$ cat config.mk
export PLATFORM = sky130hd
export DESIGN_NAME = encoder_drain_flat
export DESIGN_NICKNAME = d
export VERILOG_FILES = /design/src/rtl/encoder_drain_if.sv /design/src/rtl/encoder_drain.sv /design/src/flat_wrapper.sv
export SDC_FILE = /design/constraint.sdc
export NUM_CORES = 1
export LEC_CHECK = 0
export ABC_AREA = 1
export BUFFER_PORTS_ARGS = -buffer_cell sky130_fd_sc_hd__buf_4
export CAP_MARGIN = 20
export CORE_UTILIZATION = 40
export CTS_CLUSTER_SIZE = 30
export DETAILED_ROUTE_END_ITERATION = 8
export PLACE_DENSITY = 0.64
export SYNTH_ARGS = -nofsm -noshare
export SYNTH_HDL_FRONTEND = slang
export SYNTH_SLANG_ARGS = --single-unit
$ cat constraint.sdc
create_clock -name clk -period 1.6 [get_ports clk]
set_input_delay 0.32 -clock clk [delete_from_list [all_inputs] [get_ports clk]]
set_output_delay 0.32 -clock clk [all_outputs]
set_load 0.005 [all_outputs]
$ cat src/rtl/encoder_drain_if.sv
// rtl/encoder_drain_if.sv - handshake bundle between encoder_drain and its source/sink
//
// Signals:
//   a         source -> block  vector to encode
//   in_valid  source -> block  a is valid
//   in_ready  block  -> source block can accept a
//   s         block  -> sink   index of the bit currently presented
//   out_valid block  -> sink   s/last/zero valid
//   out_ready sink   -> block  sink accepts the current beat
//   last      block  -> sink   final beat for the current vector
//   zero      block  -> sink   captured vector was all-zero
// Modports: slave = encoder_drain side, master = source/sink side.
interface encoder_drain_if #(
  parameter int N  = 8,
  parameter int SW = 3
);
  logic [N-1:0]  a;
  logic          in_valid;
  logic          in_ready;
  logic [SW-1:0] s;
  logic          out_valid;
  logic          out_ready;
  logic          last;
  logic          zero;

  modport slave (
    input  a, in_valid, out_ready,
    output in_ready, s, out_valid, last, zero
  );

  modport master (
    output a, in_valid, out_ready,
    input  in_ready, s, out_valid, last, zero
  );
endinterface

$ cat src/rtl/encoder_drain.sv
// rtl/encoder_drain.sv - captures an N-bit vector and drains its set bits as index beats
//
// Ports:
//   clk    rising-edge clock
//   rst_n  asynchronous active-low reset
//   io     encoder_drain_if.slave: a/in_valid/in_ready input handshake,
//          s/last/zero/out_valid/out_ready output handshake
// Build option: ENC_MSB_FIRST_EN presents the highest set bit first
// (descending indices); undefined presents the lowest set bit first.
// All outputs are decoded from registered state only.
module encoder_drain #(
  parameter int N  = 8,
  parameter int SW = 3
) (
  input  logic             clk,
  input  logic             rst_n,
  encoder_drain_if.slave   io
);

  typedef enum logic {
    IDLE = 1'b0,
    BUSY = 1'b1
  } state_t;

  state_t        state_q, state_d;
  logic [N-1:0]  mask_q, mask_d;
  logic          zero_q, zero_d;

  logic [SW-1:0] sel_idx;
  logic          one_left;
  logic          in_ready_w;
  logic          out_valid_w;
  logic [SW-1:0] s_w;
  logic          last_w;
  logic          zero_w;

  // Priority select over the remaining mask: the last assignment in loop
  // order wins, so the loop direction picks which end is drained first.
  always_comb begin
    sel_idx = '0;
`ifdef ENC_MSB_FIRST_EN
    for (int i = 0; i < N; i++) begin
      if (mask_q[i]) sel_idx = SW'(i);
    end
`else
    for (int i = N - 1; i >= 0; i--) begin
      if (mask_q[i]) sel_idx = SW'(i);
    end
`endif
  end

  // Exactly one bit remaining: non-zero and clearing the lowest set bit empties it.
  assign one_left = (mask_q != '0) && ((mask_q & (mask_q - N'(1))) == '0);

  always_comb begin
    state_d     = state_q;
    mask_d      = mask_q;
    zero_d      = zero_q;
    in_ready_w  = 1'b0;
    out_valid_w = 1'b0;
    s_w         = '0;
    last_w      = 1'b0;
    zero_w      = 1'b0;

    unique case (state_q)
      IDLE: begin
        in_ready_w = 1'b1;
        if (io.in_valid) begin
          mask_d  = io.a;
          zero_d  = (io.a == '0);
          state_d = BUSY;
        end
      end
      BUSY: begin
        out_valid_w = 1'b1;
        s_w         = sel_idx;
        // A zero capture emits a single terminating beat with s=0.
        last_w      = zero_q || one_left;
        zero_w      = zero_q;
        if (io.out_ready) begin
          mask_d = mask_q & ~(N'(1) << sel_idx);
          if (last_w) begin
            state_d = IDLE;
            mask_d  = '0;
            zero_d  = 1'b0;
          end
        end
      end
      default: begin
        state_d = IDLE;
      end
    endcase
  end

  always_ff @(posedge clk or negedge rst_n) begin
    if (!rst_n) begin
      state_q <= IDLE;
      mask_q  <= '0;
      zero_q  <= 1'b0;
    end else begin
      state_q <= state_d;
      mask_q  <= mask_d;
      zero_q  <= zero_d;
    end
  end

  assign io.in_ready  = in_ready_w;
  assign io.out_valid = out_valid_w;
  assign io.s         = s_w;
  assign io.last      = last_w;
  assign io.zero      = zero_w;

endmodule

$ cat src/flat_wrapper.sv
// flat-port wrapper written by rule: the top's interface ports become plain ports
module encoder_drain_flat 
#(
  parameter int N  = 8,
  parameter int SW = 3
)
  (clk, rst_n, io_a, io_in_valid, io_out_ready, io_in_ready, io_s, io_out_valid, io_last, io_zero);
  encoder_drain_if #(.N(N), .SW(SW)) io_i ();
  input  logic clk;
  input  logic rst_n;
  input wire logic [$bits(io_i.a)-1:0] io_a;
  input wire logic [$bits(io_i.in_valid)-1:0] io_in_valid;
  input wire logic [$bits(io_i.out_ready)-1:0] io_out_ready;
  output wire logic [$bits(io_i.in_ready)-1:0] io_in_ready;
  output wire logic [$bits(io_i.s)-1:0] io_s;
  output wire logic [$bits(io_i.out_valid)-1:0] io_out_valid;
  output wire logic [$bits(io_i.last)-1:0] io_last;
  output wire logic [$bits(io_i.zero)-1:0] io_zero;
  assign io_i.a = io_a;
  assign io_i.in_valid = io_in_valid;
  assign io_i.out_ready = io_out_ready;
  assign io_in_ready = io_i.in_ready;
  assign io_s = io_i.s;
  assign io_out_valid = io_i.out_valid;
  assign io_last = io_i.last;
  assign io_zero = io_i.zero;
  encoder_drain #(.N(N), .SW(SW)) u_core (.clk(clk), .rst_n(rst_n), .io(io_i));
endmodule
==> flow_summary.json, run 1 <==
{
  "grt_max_degree": 13,
  "vdd_drop_max_uv": 784.2,
  "cp.arrival_ns": 1.56,
  "fin_ws_ns": -0.2844,
  "netlist_instances": 108,
  "drc": 0,
  "synth_edf_count": 0,
  "place_congestion": 0.8459,
  "synth_top_area_frac": 0.3333,
  "final_cell_mix": "buf_4, nand2_1, nor2_1",
  "clk_latency_ns": 0.27,
  "clock.fmax_mhz": 530.7,
  "hold_viol_final": 0,
  "fin_crit_sh": 1.178,
  "route.vias.total": 838,
  "final_cells": 172,
  "worst-endpoint-required_ns": 1.28,
  "slew_headroom": 0.8263,
  "firstDrtPassIters": 4,
  "wl_mm": 1.935,
  "wl_per_cell_um": 11.25,
  "postRouteAntennaNets": 0,
  "min_path_cells": 3,
  "maxCapViolCount": 0,
  "max_slew.worst_pin.slew_ns": 0.2582,
  "post-route-min-period_ns": 1.884,
  "status": "finished with violations",
  "syn_area_um2": 750.7,
  "regArea_um2": 250.2,
  "violations": "setup timing",
  "power.total_mw": 2.006,
  "die_w_um": 45.32,
  "slew_violations": 0,
  "grtUsageMet2": 0.3710,
  "clockBufferDepth": 2,
  "met1_usage": 0.2804,
  "rsz0062_at_grt": "true",
  "clkTransAtPathRegs_ns": 0.06,
  "multi_input_area_um2": 444.2,
  "yosys-top-cells-area": "dfrtp_1, nand2_1, a21oi_1, nor2_1, inv_1",
  "yosys_warnings": 0,
  "whs_ns": 0.3290,
  "synthFlopType": "dfrtp_1",
  "start_kind": "flip-flop",
  "die_h_um": 45.32,
  "nets": 161,
  "final_common_cell": "buf_4",
  "port_buffers": 18,
  "rr_worst_depth": 11,
  "start_util": 0.4301,
  "dp_cells": 164,
  "avgSynthCellArea_um2": 6.951,
  "grt_use_total": 0.2254,
  "setup_tns_ns": -0.4028,
  "synth-seq-cells": 10,
  "cts_made_buffers": 3,
  "synth_seq_area_share": 0.3333,
  "first_global_vias": 797,
  "std_cell_rows": 15,
  "dieArea_um2": 2054,
  "synth_top_area_cell": "dfrtp_1",
  "first_iter_violations": 13,
  "cts_max_level": 1,
  "layout-drive-gt1-share": 0.3878,
  "critPathMaxFanout": 3,
  "hold_class": "primary input to flip-flop",
  "design.portCount": 19,
  "syn_nets": 120,
  "cts_tree": "done",
  "ys_async_sr_fraction": 1.000,
  "worst-setup-path-type": "flip-flop to primary output",
  "overflow": 0,
  "power.density_nw_per_um2": 1843,
  "cts_num_sinks": 10,
  "antenna_found_initial": 0,
  "routed_via_density": 4.872,
  "p_leak_nw": 0.5821,
  "fill_cells": 162,
  "place_hpwl_mm": 1.529,
  "cts-root-buf": "clkbuf_4",
  "top_usage_layer": "met2",
  "yosysUniqueCellTypes": 21,
  "skew_ns": 0.001890,
  "placed_cell_area_um2": 1008,
  "worst_setup_path_end_kind": "primary output",
  "grt_util_met3": 0.02800,
  "n_antenna_cell": 0,
  "area_growth_pct": 45.00,
  "fin_area_um2": 1089,
  "core_area_um2": 1745,
  "setup_viol": 3,
  "grt_pass1_wl_mm": 3.277
}
[synth_stat cells, types with 2 or more instances]
cell     count
a21oi_1     13
dfrtp_1     10
inv_1       14
nand2_1     20
nand2_2      4
nand3_1      3
nand3_2      2
nand4_1      6
nor2_1      16
nor2_4       4
nor3_1       3
o21ai_0      4
[report_power, final]
group	leakage [nW]	switching, mW	internal (mW)
sequential	0.119	0.106	0.356
combinational	0.449	0.694	0.677
clock	0.0138	0.0859	0.0870
[registers in the layout (all words and copies together) (netlist names)]
register,cells
u_core.mask_q,8
u_core.state_q,1
u_core.zero_q,1
[worst paths after layout]
path                                     to  slack (ns)             start
max in group asynchronous  u_core.mask_q[1]        1.04             rst_n
min in group asynchronous  u_core.mask_q[4]        0.42             rst_n
hold / removal             u_core.mask_q[0]        0.33           io_a[0]
setup reg to reg           u_core.mask_q[6]        0.11  u_core.mask_q[1]
setup / recovery                    io_last       -0.28  u_core.mask_q[3]
hold reg to reg            u_core.mask_q[6]        0.62  u_core.mask_q[6]
[worst max-delay path: stages (launching register included)]
cell and delay [ns]:
dfrtp_1 0.43, buf_4 0.16, nor2_1 0.08, nand2_1 0.06
nor2_1 0.08, nor2_1 0.07, nor2_4 0.14, a21oi_2 0.08
nor2_1 0.09, buf_4 0.11
[area by class of cell]
cell class / instances / area share
Multi-Input combinational cell: 82 / 0.4080
Clock buffer: 3 / 0.02069
Timing Repair Buffer: 37 / 0.2609
Inverter: 15 / 0.05172
Sequential cell: 10 / 0.2299
Tap cell: 25 / 0.02874
[cells by family (layout without fill, tap and decap cells)]
kind of cell,Yosys count,in the layout,share of synthesized area
buffers and inverters,16,55,0.09332
DFF,10,10,0.3333
AOI/OAI and AO/OA,21,21,0.1517
and+or+nand+nor,61,61,0.4217
[per-stage QoR]
step / setup slack [ns] / utilization
floorplan: 0.1476 / -
global placement: -0.002005 / 0.5778
detailed placement: -0.0005239 / 0.5778
CTS: -0.2764 / 0.6179
global route: -0.4038 / 0.6237
finish: -0.2844 / 0.6237
[layer usage]
layer  up-vias  part of all wire
li1        433                 -
met1       370              0.46
met2        30              0.47
met3         5             0.041
met4         0             0.021
met5         -                 0
[repair_timing]
action                                  in CTS  in global routing
hold endpoints to repair                    10                  0
buffers inserted                             3                  1
hold buffers                                 1                  0
pin swaps                                    6                  1
endpoints found under the setup margin       3                  5
resized for setup                            4                  1
Note: power is estimated with default switching activity, not from simulation.
==> run 2, diff against run 1 <==
--- a/config.mk
+++ b/config.mk
@@ -5,13 +5,14 @@
 export SDC_FILE = /design/constraint.sdc
 export NUM_CORES = 1
 export LEC_CHECK = 0
-export ABC_AREA = 1
 export BUFFER_PORTS_ARGS = -buffer_cell sky130_fd_sc_hd__buf_4
 export CAP_MARGIN = 20
+export CORE_MARGIN = 3
 export CORE_UTILIZATION = 40
+export CTS_CLUSTER_DIAMETER = 80
 export CTS_CLUSTER_SIZE = 30
 export DETAILED_ROUTE_END_ITERATION = 8
-export PLACE_DENSITY = 0.64
+export PLACE_DENSITY = 0.65
 export SYNTH_ARGS = -nofsm -noshare
 export SYNTH_HDL_FRONTEND = slang
 export SYNTH_SLANG_ARGS = --single-unit
==> run 2 against run 1 <==
The run still ends with setup timing left. Core utilization grew 7.2 points. Sequential share of layout area increased by 0.70 points. Combinational power grew 29%. Clock power about the same. Critical endpoint unchanged. Largest power group unchanged.
==> flow_summary.json, run 2 <==
{
  "std_cell_rows": 14,
  "syn_area_um2": 666.9,
  "netlist_top_cells_count": "dfrtp_1, o21ai_0, a22o_1, nor2_1, nor3_1",
  "clock.fmax_mhz": 477.3,
  "crit_family": "simple AND/OR/NAND/NOR gates",
  "synth_top_area_cell": "dfrtp_1",
  "top_regs": "u_core.mask_q x8, u_core.state_q x1, u_core.zero_q x1",
  "min_path_cells": 2,
  "synthFlopType": "dfrtp_1",
  "cts_tree": "done",
  "slowest_stage": "or4_4",
  "maxUsedRoutingLayer": "met4",
  "rsz0062_at_grt": "true",
  "synth_edf_count": 0,
  "layout-drive-gt1-share": 0.5526,
  "cts-root-buf": "clkbuf_4",
  "firstDrtPassIters": 4,
  "post-route-min-period_ns": 2.095,
  "final_cell_mix": "buf_4, dfrtp_1, o21ai_0, a22o_1",
  "wl_met3_um": 184,
  "wl_mm": 2.268,
  "crit_chain": "or4_4 > a21oi_2 > a211oi_1 > and2_1 > buf_4",
  "nets": 128,
  "largest_register_ffs": 8,
  "cts_max_level": 1,
  "p_int_mw": 1.448,
  "p_sw_mw": 0.9787,
  "grt_max_degree": 13,
  "slew_violations": 0,
  "overflow": 0,
  "cts_num_sinks": 10,
  "place_hpwl_mm": 1.471,
  "crit_buf_inv": 1,
  "final_cells": 130,
  "fin_crit_sh": 1.309,
  "die_w_um": 46.83,
  "dieArea_um2": 2193,
  "slew_headroom": 0.7582,
  "synth_top_area_frac": 0.3752,
  "whs_ns": 0.2441,
  "wl_met2_mm": 1.126,
  "timing.reg2reg.setup_slack_ns": -0.22,
  "hold_class": "primary input to flip-flop",
  "area_growth_pct": 60.79,
  "yosys-top-cells-area": "dfrtp_1, a22o_1, o21ai_0, nor3_1, a211oi_1",
  "postRouteAntennaNets": 0,
  "fin_ws_ns": -0.4950,
  "routed_via_density": 5.877,
  "first_global_vias": 697,
  "avgSynthCellArea_um2": 9.135,
  "crit_path_max_incr_delay_ns": 0.58,
  "yosysUniqueCellTypes": 31,
  "n_antenna_cell": 0,
  "met1Wirelength_um": 893,
  "drc": 0,
  "top_register": "u_core.mask_q",
  "vdd_drop_max_uv": 1539,
  "p_seq_frac": 0.198,
  "worst-endpoint-required_ns": 1.28,
  "synth_seq_area_share": 0.3752,
  "final_common_cell": "buf_4",
  "grt_pass1_wl_mm": 3.098,
  "cp.arrival_ns": 1.78,
  "dp_cells": 121,
  "cts_made_buffers": 3,
  "maxCapViolCount": 0,
  "worst-setup-path-type": "flip-flop to primary output",
  "sw_frac_of_total": 0.4033,
  "antenna_found_initial": 0,
  "setup_viol": 6,
  "start_kind": "flip-flop",
  "hold_start": "io_out_ready",
  "yosys_warnings": 0,
  "design.portCount": 19,
  "die_h_um": 46.83,
  "core_area_um2": 1541,
  "synth-seq-cells": 10,
  "place_congestion": 0.8952,
  "rr_worst_depth": 6,
  "clockPowerShare": 0.072,
  "syn_nets": 85,
  "max_slew.worst_pin.slew_ns": 0.3536,
  "status": "finished with violations",
  "start_util": 0.4326,
  "grt_use_total": 0.2040,
  "first_iter_violations": 28,
  "holdPathEnd": "u_core.state_q",
  "wl_per_cell_um": 17.45,
  "netlist_instances": 73,
  "route.vias.total": 764,
  "p_comb_frac": 0.730,
  "synth_most_common_cell": "dfrtp_1",
  "power.density_nw_per_um2": 2263,
  "hold_viol_final": 0,
  "critPathMaxFanout": 6,
  "port_buffers": 18,
  "clkTransAtPathRegs_ns": 0.06,
  "reg2reg_from": "u_core.mask_q[3]",
  "worst_setup_path_end_kind": "primary output",
  "p_leak_nw": 0.5166,
  "violations": "setup timing",
  "clockBufferDepth": 2,
  "clk_latency_ns": 0.27,
  "ys_async_sr_fraction": 1.000,
  "skew_ns": 0.002005,
  "timing.rr.end": "u_core.mask_q[7]"
}
run 2: changes by cell type after synthesis, sizes merged, moves of 5 or more:
cell / previous run / this run
a21oi: 14 / 5
a22o: 0 / 7
inv: 15 / 3
nand2: 25 / 4
nand3: 5 / 0
nand4: 6 / 0
nor2: 21 / 5
run 2: stage by stage:
step / instance area (um^2) / TNS [ns] / util / power, mW / setup WS [ns]
finish: 1072 / -1.746 / 0.6956 / 2.427 / -0.4950
detailed placement: 922.1 / -0.3525 / 0.5982 / 1.799 / -0.2179
CTS: 994.7 / -1.266 / 0.6453 / 2.100 / -0.4694
global route: 1072 / -2.056 / 0.6956 / 2.576 / -0.5828
global placement: 922.1 / -0.2801 / 0.5982 / 1.777 / -0.1823
floorplan: 670.6 / -0.04337 / - / 1.191 / -0.04337
run 2: final cells by class:
class                   instances  area [um^2]
multi-input cells              55        424.2
inverters                       3        11.26
repair buffers                 43        340.3
well taps                      16        20.02
flip-flops and latches         10        254.0
clock buffers                   3        22.52
fillers                       123        469.2
run 2: power by group through the flow:
| stage | clock [mW] | sequential [mW] | combinational, mW |
|---|---|---|---|
| 3_3_place_gp | 0 | 0.446 | 1.33 |
| 2_1_floorplan | 0 | 0.427 | 0.763 |
| 6_report | 0.175 | 0.481 | 1.77 |
| 4_1_cts | 0.178 | 0.464 | 1.46 |
| 3_5_place_dp | 0 | 0.452 | 1.35 |
| 5_1_grt | 0.197 | 0.489 | 1.89 |
run 2: cells by family after synthesis:
kind of cell	after synthesis	synth area share
AOI/OAI and AO/OA	29	0.3096
and+or+nand+nor	24	0.2083
DFF	10	0.3752
buffers and inverters	8	0.08067
xor gates and xnor gates	2	0.02627
run 2: worst register-to-register path, delay by kind of cell, from the launching register on:
| family | cells | cell delay [ns] |
|---|---|---|
| buffers and inverters | 2 | 0.30 |
| flip-flops | 1 | 0.44 |
| AND/OR/NAND/NOR | 2 | 0.70 |
| AO/OA/AOI/OAI | 2 | 0.28 |
run 2: timing repair:
| action | 4_1_cts | 5_1_grt |
|---|---|---|
| hold buffers | 1 | 0 |
| buffers inserted | 1 | 5 |
| cloned | 0 | 0 |
| pin swaps | 5 | 7 |
| hold endpoints to repair | 10 | 0 |
| setup endpoints to repair | 6 | 6 |
| resized for setup | 9 | 12 |
run 2: worst max-delay path by stage:
stage | from | to | slack, ns | cells past startpoint
after floorplan | u_core.mask_q[2] | io_last | -0.04 | 5
after global placement | u_core.mask_q[1] | io_last | -0.18 | 6
after detailed placement | u_core.mask_q[0] | io_last | -0.22 | 6
after CTS | u_core.mask_q[0] | io_last | -0.47 | 6
after global routing | u_core.mask_q[3] | io_last | -0.58 | 5
final | u_core.mask_q[3] | io_last | -0.50 | 5
run 2: per-layer routing:
metal  track usage  up-vias
li1              -      357
met3       0.08812        8
met4       0.08840        0
met2        0.3144       38
met5             0        -
met1        0.2471      361
==> run 3, diff against run 2 <==
--- a/config.mk
+++ b/config.mk
@@ -5,14 +5,14 @@
 export SDC_FILE = /design/constraint.sdc
 export NUM_CORES = 1
 export LEC_CHECK = 0
-export BUFFER_PORTS_ARGS = -buffer_cell sky130_fd_sc_hd__buf_4
 export CAP_MARGIN = 20
 export CORE_MARGIN = 3
 export CORE_UTILIZATION = 40
 export CTS_CLUSTER_DIAMETER = 80
 export CTS_CLUSTER_SIZE = 30
 export DETAILED_ROUTE_END_ITERATION = 8
-export PLACE_DENSITY = 0.65
+export DONT_BUFFER_PORTS = 1
+export PLACE_DENSITY = 0.55
 export SYNTH_ARGS = -nofsm -noshare
 export SYNTH_HDL_FRONTEND = slang
 export SYNTH_SLANG_ARGS = --single-unit
==> run 3 against run 2 <==
The flow still finishes with violations (setup timing). Worst setup slack better by 0.14 ns. Design area down 16%. Critical path depth down 1. Worst hold slack worse by 0.090 ns. Register-to-register slack better by 0.05 ns. Sequential power up 2%. Core utilization down 11 points. Clock-buffer cell count up 1. Global-route usage down 1.7 points. Sequential cell count unchanged.
==> flow_summary.json, run 3 (synthesis gave the netlist of run 2 again) <==
{
  "status": "finished with violations",
  "violations": "setup timing",
  "clkTransAtPathRegs_ns": 0.07,
  "hold_viol_final": 0,
  "top_regs": "u_core.mask_q x8, u_core.state_q x1, u_core.zero_q x1",
  "grt_max_degree": 11,
  "skew_ns": 0.005883,
  "largest_register_ffs": 8,
  "overflow": 0,
  "slew_violations": 0,
  "cts_num_sinks": 10,
  "route.vias.total": 661,
  "wl_per_cell_um": 18.45,
  "clock.fmax_mhz": 511.6,
  "cp.arrival_ns": 1.63,
  "core_area_um2": 1541,
  "worst-endpoint-required_ns": 1.28,
  "worst_setup_path_end_kind": "primary output",
  "p_leak_nw": 0.4049,
  "drc": 0,
  "cts_made_buffers": 3,
  "final_cell_mix": "buf_4, o21ai_0, a22o_1",
  "first_iter_violations": 11,
  "slew_headroom": 0.6731,
  "clockBufferDepth": 2,
  "place_congestion": 0.8587,
  "grt_pass1_wl_mm": 2.870,
  "first_global_vias": 628,
  "layout-drive-gt1-share": 0.4891,
  "die_h_um": 46.83,
  "postRouteAntennaNets": 0,
  "firstDrtPassIters": 4,
  "clk_latency_ns": 0.27,
  "whs_ns": 0.1543,
  "worst-setup-path-type": "flip-flop to primary output",
  "routed_via_density": 6.120,
  "antenna_found_initial": 0,
  "cts-root-buf": "clkbuf_4",
  "n_antenna_cell": 0,
  "vdd_drop_max_uv": 1170,
  "wl_mm": 1.993,
  "hold_class": "primary input to flip-flop",
  "die_w_um": 46.83,
  "start_kind": "flip-flop",
  "cts_tree": "done",
  "design.portCount": 19,
  "post-route-min-period_ns": 1.955,
  "start_util": 0.4326,
  "power.density_nw_per_um2": 2400,
  "critPathMaxFanout": 3,
  "pre_cts_ws_ns": -0.07746,
  "place_hpwl_mm": 1.353,
  "timing.reg2reg.setup_slack_ns": -0.17,
  "max_slew.worst_pin.slew_ns": 0.4888,
  "std_cell_rows": 14,
  "cts_max_level": 1,
  "final_common_cell": "buf_4",
  "fin_crit_sh": 1.222,
  "port_buffers": 0,
  "dieArea_um2": 2193,
  "nets": 105,
  "fin_ws_ns": -0.3547,
  "top_register": "u_core.mask_q",
  "rsz0062_at_grt": "true",
  "grt_use_total": 0.1874,
  "area_growth_pct": 35.46,
  "setup_viol": 5,
  "maxCapViolCount": 0
}
-- run 3: worst max-delay path, cell delays in order, from the launching register on --
cell      delay (ns)
dfrtp_1         0.40
or4_4           0.56
a21oi_2         0.14
a211oi_2        0.08
and2_1          0.19
-- run 3: final timing paths --
check,cells after the start,from,to
max in group asynchronous,1,rst_n,u_core.mask_q[4]
min reg2reg,1,u_core.mask_q[7],u_core.mask_q[7]
min in group asynchronous,1,rst_n,u_core.mask_q[5]
max reg2reg,6,u_core.mask_q[0],u_core.mask_q[7]
min,1,io_out_ready,u_core.state_q
max,4,u_core.mask_q[0],io_last
-- run 3: report_power, final --
group,internal [mW],switching (mW)
clock network,0.138,0.0883
logic,0.772,0.679
registers,0.356,0.134
total,1.27,0.901
-- run 3: per-stage QoR --
| step | cells | total power, mW | TNS, ns | cell area [um^2] | utilization |
|---|---|---|---|---|---|
| 2_1_floorplan | 73 | 1.191 | -0.04337 | 670.6 | - |
| 3_3_place_gp | 97 | 1.551 | -0.1038 | 742.0 | 0.4813 |
| 3_5_place_dp | 97 | 1.553 | -0.1611 | 742.0 | 0.4813 |
| 4_1_cts | 105 | 1.972 | -0.9617 | 845.8 | 0.5487 |
| 5_1_grt | 108 | 2.310 | -1.220 | 903.4 | 0.5860 |
| 6_report | 108 | 2.168 | -0.9339 | 903.4 | 0.5860 |
-- run 3: cell type report --
| cell class | count | area (um^2) |
|---|---|---|
| sequential | 10 | 256.5 |
| fill | 131 | 638.1 |
| timing repair buffer | 20 | 163.9 |
| tap | 16 | 20.02 |
| inverter | 3 | 11.26 |
| multi-input combinational | 55 | 415.4 |
| clock buffer | 4 | 36.28 |
-- run 3: repair_timing --
item / 4_1_cts / 5_1_grt
hold buffers: 1 / 0
setup endpoints to repair: 5 / 7
resized for setup: 8 / 12
pin swaps: 2 / 4
endpoints found under the hold margin: 10 / 0
buffers inserted: 3 / 3
-- run 3: per-layer routing --
| layer | routed length [um] | vias up | global-route usage |
|---|---|---|---|
| li1 | - | 311 | - |
| met5 | 0 | - | 0 |
| met3 | 138 | 4 | 0.07663 |
| met4 | 14 | 0 | 0.03315 |
| met2 | 964 | 18 | 0.3035 |
| met1 | 875 | 328 | 0.2372 |
